`src/rtl/uart_tx_fifo_pkg.sv`:
```
// uart_tx_fifo_pkg: framing constants, FSM state type and parity helper shared by the UART transmitter
package uart_tx_fifo_pkg;
  localparam int CLKS_PER_BIT_9600 = 5208;
  localparam int DATA_BITS = 8;
  typedef enum logic [2:0] {IDLE, START, DATA, PARITY, STOP} state_t;
  function automatic logic even_parity(input logic [7:0] b);
    return ^b;
  endfunction
endpackage

```
`src/rtl/uart_tx_fifo_if.sv`:
```
// uart_tx_fifo_if: valid/ready byte handshake from FPGA logic into the transmitter
//  tx_data  byte to send, bit 0 goes on the line first
//  tx_valid tx_data is valid this cycle
//  tx_ready transmitter can take a byte this cycle
interface uart_tx_fifo_if;
  logic [7:0] tx_data;
  logic tx_valid;
  logic tx_ready;
  modport master(output tx_data, tx_valid, input tx_ready);
  modport slave(input tx_data, tx_valid, output tx_ready);
endinterface

```
`src/rtl/uart_byte_fifo.sv`:
```
// uart_byte_fifo: synchronous byte FIFO with occupancy count
//  CLK50MHz, RESET (async, active low); push/din write, pop/dout read head (show-ahead)
//  count occupancy, full/empty flags; push while full and pop while empty are ignored
module uart_byte_fifo #(
  parameter int DEPTH = 4,
  localparam int AW = $clog2(DEPTH),
  localparam int CW = AW + 1
) (
  input  logic          CLK50MHz,
  input  logic          RESET,
  input  logic          push,
  input  logic          pop,
  input  logic [7:0]    din,
  output logic [7:0]    dout,
  output logic [CW-1:0] count,
  output logic          full,
  output logic          empty
);
  logic [7:0] mem [DEPTH];
  logic [AW-1:0] wr_ptr, rd_ptr;
  logic do_push, do_pop;
  assign full = count == CW'(DEPTH);
  assign empty = count == '0;
  assign do_push = push & ~full;
  assign do_pop = pop & ~empty;
  assign dout = mem[rd_ptr];
  always_ff @(posedge CLK50MHz or negedge RESET)
    if (!RESET) begin
      wr_ptr <= '0;
      rd_ptr <= '0;
      count <= '0;
    end else begin
      if (do_push) wr_ptr <= wr_ptr + 1'b1;
      if (do_pop) rd_ptr <= rd_ptr + 1'b1;
      count <= count + CW'(do_push) - CW'(do_pop);
    end
  always_ff @(posedge CLK50MHz)
    if (do_push) mem[wr_ptr] <= din;
endmodule

```
`src/rtl/uart_tx_fifo.sv`:
```
// uart_tx_fifo: FIFO-buffered UART transmitter, 8 data bits LSB first, optional even parity, 1 stop bit
//  CLK50MHz    system clock
//  RESET       asynchronous, active-low reset
//  up          byte handshake (slave side)
//  tx          serial line, idle high, registered
//  busy        frame on the line or bytes queued
//  fifo_count  bytes queued, excluding the one being shifted
module uart_tx_fifo import uart_tx_fifo_pkg::*; #(
  parameter int CLKS_PER_BIT = CLKS_PER_BIT_9600,
  parameter int FIFO_DEPTH = 4,
  parameter bit PARITY_EN = 1'b1,
  localparam int CW = $clog2(FIFO_DEPTH) + 1,
  localparam int BW = $clog2(CLKS_PER_BIT)
) (
  input  logic          CLK50MHz,
  input  logic          RESET,
  uart_tx_fifo_if.slave up,
  output logic          tx,
  output logic          busy,
  output logic [CW-1:0] fifo_count
);
  state_t state, state_n;
  logic [BW-1:0] baud, baud_n;
  logic [2:0] bit_idx, bit_idx_n;
  logic [7:0] shift, shift_n, head;
  logic par, par_n, pop, full, empty, baud_end, tx_n;
  uart_byte_fifo #(.DEPTH(FIFO_DEPTH)) u_fifo (
    .CLK50MHz, .RESET, .push(up.tx_valid), .pop, .din(up.tx_data),
    .dout(head), .count(fifo_count), .full, .empty
  );
  assign up.tx_ready = ~full;
  assign busy = (state != IDLE) | ~empty;
  assign baud_end = baud == BW'(CLKS_PER_BIT - 1);
  always_comb begin
    state_n = state;
    baud_n = baud_end ? '0 : baud + 1'b1;
    bit_idx_n = bit_idx;
    shift_n = shift;
    par_n = par;
    pop = 1'b0;
    if (state == DATA && baud_end) begin
      shift_n = shift >> 1;
      bit_idx_n = bit_idx + 1'b1;
    end
    case (state)
      IDLE:    pop = ~empty;
      START:   if (baud_end) state_n = DATA;
      DATA:    if (baud_end && bit_idx == 3'(DATA_BITS - 1)) state_n = PARITY_EN ? PARITY : STOP;
      PARITY:  if (baud_end) state_n = STOP;
      STOP: begin
        pop = baud_end & ~empty;
        if (baud_end) state_n = IDLE;
      end
      default: state_n = IDLE;
    endcase
    // a pop always starts a new frame, either from idle or straight out of the stop bit
    if (pop) begin
      state_n = START;
      baud_n = '0;
      shift_n = head;
      par_n = even_parity(head);
      bit_idx_n = '0;
    end
    tx_n = state == START ? 1'b0 : state == DATA ? shift[0] : state == PARITY ? par : 1'b1;
  end
  always_ff @(posedge CLK50MHz or negedge RESET)
    if (!RESET) begin
      state <= IDLE;
      baud <= '0;
      bit_idx <= '0;
      shift <= '0;
      par <= 1'b0;
      tx <= 1'b1;
    end else begin
      state <= state_n;
      baud <= baud_n;
      bit_idx <= bit_idx_n;
      shift <= shift_n;
      par <= par_n;
      tx <= tx_n;
    end
endmodule

```
`src/flat_wrapper.sv`:
```
// flat-port wrapper written by rule: the top's interface ports become plain ports
module uart_tx_fifo_flat import uart_tx_fifo_pkg::*;
#(
  parameter int CLKS_PER_BIT = CLKS_PER_BIT_9600,
  parameter int FIFO_DEPTH = 4,
  parameter bit PARITY_EN = 1'b1,
  localparam int CW = $clog2(FIFO_DEPTH) + 1,
  localparam int BW = $clog2(CLKS_PER_BIT)
)
  (CLK50MHz, RESET, tx, busy, fifo_count, up_tx_data, up_tx_valid, up_tx_ready);
  uart_tx_fifo_if up_i ();
  input  logic CLK50MHz;
  input  logic RESET;
  output logic tx;
  output logic busy;
  output logic [CW-1:0] fifo_count;
  input wire logic [$bits(up_i.tx_data)-1:0] up_tx_data;
  input wire logic [$bits(up_i.tx_valid)-1:0] up_tx_valid;
  output wire logic [$bits(up_i.tx_ready)-1:0] up_tx_ready;
  assign up_i.tx_data = up_tx_data;
  assign up_i.tx_valid = up_tx_valid;
  assign up_tx_ready = up_i.tx_ready;
  uart_tx_fifo #(.CLKS_PER_BIT(CLKS_PER_BIT), .FIFO_DEPTH(FIFO_DEPTH), .PARITY_EN(PARITY_EN)) u_core (.CLK50MHz(CLK50MHz), .RESET(RESET), .up(up_i), .tx(tx), .busy(busy), .fifo_count(fifo_count));
endmodule
```
`config.mk`:
```
export PLATFORM = sky130hd
export DESIGN_NAME = uart_tx_fifo_flat
export DESIGN_NICKNAME = d
export VERILOG_FILES = /design/src/rtl/uart_tx_fifo_pkg.sv /design/src/rtl/uart_tx_fifo_if.sv /design/src/rtl/uart_byte_fifo.sv /design/src/rtl/uart_tx_fifo.sv /design/src/flat_wrapper.sv
export SDC_FILE = /design/constraint.sdc
export NUM_CORES = 1
export LEC_CHECK = 0
export BUFFER_PORTS_ARGS = -buffer_cell sky130_fd_sc_hd__buf_2
export CAP_MARGIN = 10
export CORE_MARGIN = 2
export CORE_UTILIZATION = 40
export DETAILED_ROUTE_END_ITERATION = 10
export MAX_ROUTING_LAYER = met4
export PLACE_DENSITY = 0.67
export SLEW_MARGIN = 10
export SYNTH_ARGS = -nofsm -noshare
export SYNTH_HDL_FRONTEND = slang
export SYNTH_HIERARCHICAL = 1
export SYNTH_SLANG_ARGS = --single-unit
```
`constraint.sdc`:
```
create_clock -name CLK50MHz -period 2.7 [get_ports CLK50MHz]
set_input_delay 0.81 -clock CLK50MHz [delete_from_list [all_inputs] [get_ports CLK50MHz]]
set_output_delay 0.81 -clock CLK50MHz [all_outputs]
set_load 0.05 [all_outputs]
```
==> impl_metrics.toml <==
[pwr]
leakagePower_nw = 1.60
max-vdd-ir-drop_uv = 465
power_density_nw_per_um2 = 780

[clock_network]
cts_hold_buf = 0
cts_buffers = 9
clk_latency_ns = 0.34
root_buffer = "clkbuf_8"
cts_max_path_buffers = 2
cts.sinks = 68
clk_pin_slew_ns = 0.07
cts_tree = "yes"
htreeDepth = 3

[global_routing]
overflow = 0
grt_pass1_wl_mm = 8.82
grt_use_total_pct = 13.7
antenna_found_initial = 0
grt_max_degree = 21
grt_pass1_vias = 1823

[floorplan]
rows = 32
ios = 17
dieWidth_um = 93.0
die_area_um2 = 8650
core-area_um2 = 7690
initial_core_util_pct = 41.2
die_y_um = 93.0

[worst_setup_path]
end_kind = "flop"
required_ns = 2.92
max_stage_delay_ns = 0.47
crit_type = "flop to flop"
cp_slowest_cell = "a2111o_1"
crit_chain = "ha_2 > and4bb_2 > nand3_2 > a2111o_1 > clkinv_4 > o31ai_4 > inv_1 > ha_1 > inv_1 > ha_2 > fa_2 > xor2_1 > xnor2_1"
arrival_ns = 2.83
critPathMaxFanout = 3
cp-start-kind = "flop"

[sta]
relSlewSlack_pct = 70.2
skew_ns = 0.0102
fin_crit_ns = 2.61
rsz0062_at_grt = "true"
drv_slew = 0
hold_ws_ns = 0.380
finalCritPeriodShare_pct = 96.6
hold_viol_final = 0
tightest_slew_ns = 0.447
final.setup.tns_ns = 0
fmax_mhz = 383
setup_violations = 0

[logic_synthesis]
ys_seq_elements = 68
synthArstFlopShare_pct = 52.9
ys_types = 41
synth_nets = 242
synth_area_per_cell_um2 = 14.3
netlist_area_um2 = 3170
syn_inst = 221
synth-edff-count = 32
yosysWarnings = 6
ys_seq_area_share_pct = 58.8
ys.flop_type = "dfrtp_1"

[route]
post_drt_wl_per_cell_um = 13.7
drtIter0Drc = 62
routed_wl_mm = 5.08
vias_per_cell = 4.87
drtPass1Iterations = 4
num_vias = 1802
ant_nets = 0
route.detailed.drc = 0

[flow_run]
max-cap-violations = 0

[layout]
final_cell_area_um2 = 3800
finalNonFillerCells = 370
antenna_cells = 0
num-fill-cells = 692
nets = 284
regArea_um2 = 1860
drive_gt1_share_pct = 33.6
area_growth_pct = 20.0
multi_input_area_um2 = 1250

[status]
status = "completed"

[placement]
gp_congestion = 0.729
dpl.hpwl_mm = 3.50
dp.cells = 348
placed_area_um2 = 3490
numPortBuffers = 16

[min_path]
min_path_type = "input pin to asynchronous set/reset pin"
==> through the flow <==
| step | worst slack, ns | power [mW] | util (%) |
|---|---|---|---|
| global placement | 0.153 | 1.89 | 45.3 |
| floorplan | -0.0619 | 1.73 | - |
| finish | 0.0913 | 2.97 | 49.5 |
| detailed placement | 0.0906 | 1.91 | 45.3 |
| CTS | 0.0601 | 3.00 | 48.8 |
| global route | -0.0214 | 3.12 | 49.5 |
==> path summary, 6_finish.rpt <==
check / start / end / slack, ns / depth (start not counted)
max: u_core/baud[0] / u_core/u_fifo/count[2] / 0.09 / 13
min: RESET / u_core/baud[6] / 0.38 / 1
max reg2reg: u_core/baud[0] / u_core/u_fifo/count[2] / 0.09 / 13
min reg2reg: u_core/par / u_core/par / 0.50 / 1
max in group asynchronous: RESET / u_core/u_fifo/wr_ptr[1] / 1.71 / 2
min in group CLK50MHz: u_core/par / u_core/par / 0.50 / 1
==> final cells by class <==
class,count,area share [%]
Timing Repair Buffer,40,6.84
Tap cell,102,3.35
Clock buffer,9,3.26
Clock inverter,7,3.65
Sequential cell,68,49.0
Multi-Input combinational cell,134,32.8
Inverter,10,1.12
==> power by group <==
group	switching (mW)	total, mW	internal, mW
clock	0.371	1.07	0.703
sequential	0.0523	1.29	1.23
combinational	0.374	0.606	0.233
==> metal layers <==
metal,wire length (um),vias to the layer above,GRT usage [%]
met1,2350,889,17.6
li1,-,881,-
met5,0,-,-
met2,2520,28,20.5
met4,31,0,4.04
met3,190,4,5.08
==> state kept, by name (all words and copies together) (netlist names) <==
register	cells
u_core/u_fifo/count	3
u_core/bit_idx	3
u_core/u_fifo/rd_ptr	2
u_core/u_fifo/mem	32
u_core/state	3
u_core/u_fifo/wr_ptr	2
u_core/baud	13
u_core/shift	8
u_core/tx	1
u_core/par	1
==> Yosys cell counts, types with 2 or more instances <==
cell,instances,area (um2)
dfrtp_1,35,876
edfxtp_1,32,961
nor2_1,20,75.1
xnor2_1,17,149
ha_1,9,113
inv_1,9,33.8
mux4_2,8,180
mux2_2,7,78.8
mux2_4,7,105
xor2_1,7,61.3
nand3_1,6,30.0
and3b_1,5,43.8
clkbuf_1,5,18.8
nand2_1,5,18.8
nand2b_1,5,31.3
nand4_1,5,31.3
nor3_1,5,25.0
mux2i_1,4,40.0
buf_2,3,15.0
and3_1,2,12.5
nand4bb_1,2,22.5
nor3b_1,2,15.0
o211ai_1,2,15.0
o21ai_0,2,10.0
==> layout by cell type (no fill, tap or decap), types with 2 or more instances in the layout <==
master      instances
edfxtp_1           32
nand4_1             5
buf_2              16
mux2_4              7
clkbuf_8            9
bufinv_16           4
dfrtp_1            34
clkinvlp_4          2
o21ai_0             2
nor3b_1             2
buf_4              24
inv_1               9
mux2_2              7
nand4bb_1           2
and3b_1             5
ha_1                7
mux4_2              8
xnor2_1            17
nor3_1              5
and3_1              2
mux2i_1             4
ha_2                2
o211ai_1            2
nand3_1             6
nor2_1             20
xor2_1              7
nand2b_1            5
nand2_1             5
==> critical path, delay by kind of cell (launching register included) <==
kind                     cells  cell delay [ns]
AND/OR/NAND/NOR              2             0.34
XOR/XNOR                     2             0.27
AO/OA/AOI/OAI                2             0.54
flip-flops                   1             0.36
adder cells (fa/ha/maj)      4             0.79
buffers and inverters        3             0.18
==> repair_timing <==
| action | in CTS | in global routing |
|---|---|---|
| endpoints found under the setup margin | 0 | 1 |
| resized for setup | 0 | 2 |
| setup buffers | 0 | 6 |
==> cell families after synthesis <==
logic type / synth area share [%]
flops: 58.8
compound gates: 2.25
fa+ha+maj: 4.18
xor+xnor: 6.63
simple gates: 12.4
mux: 13.1
buf+inv: 2.64
Power figures use the tool's default switching activity.
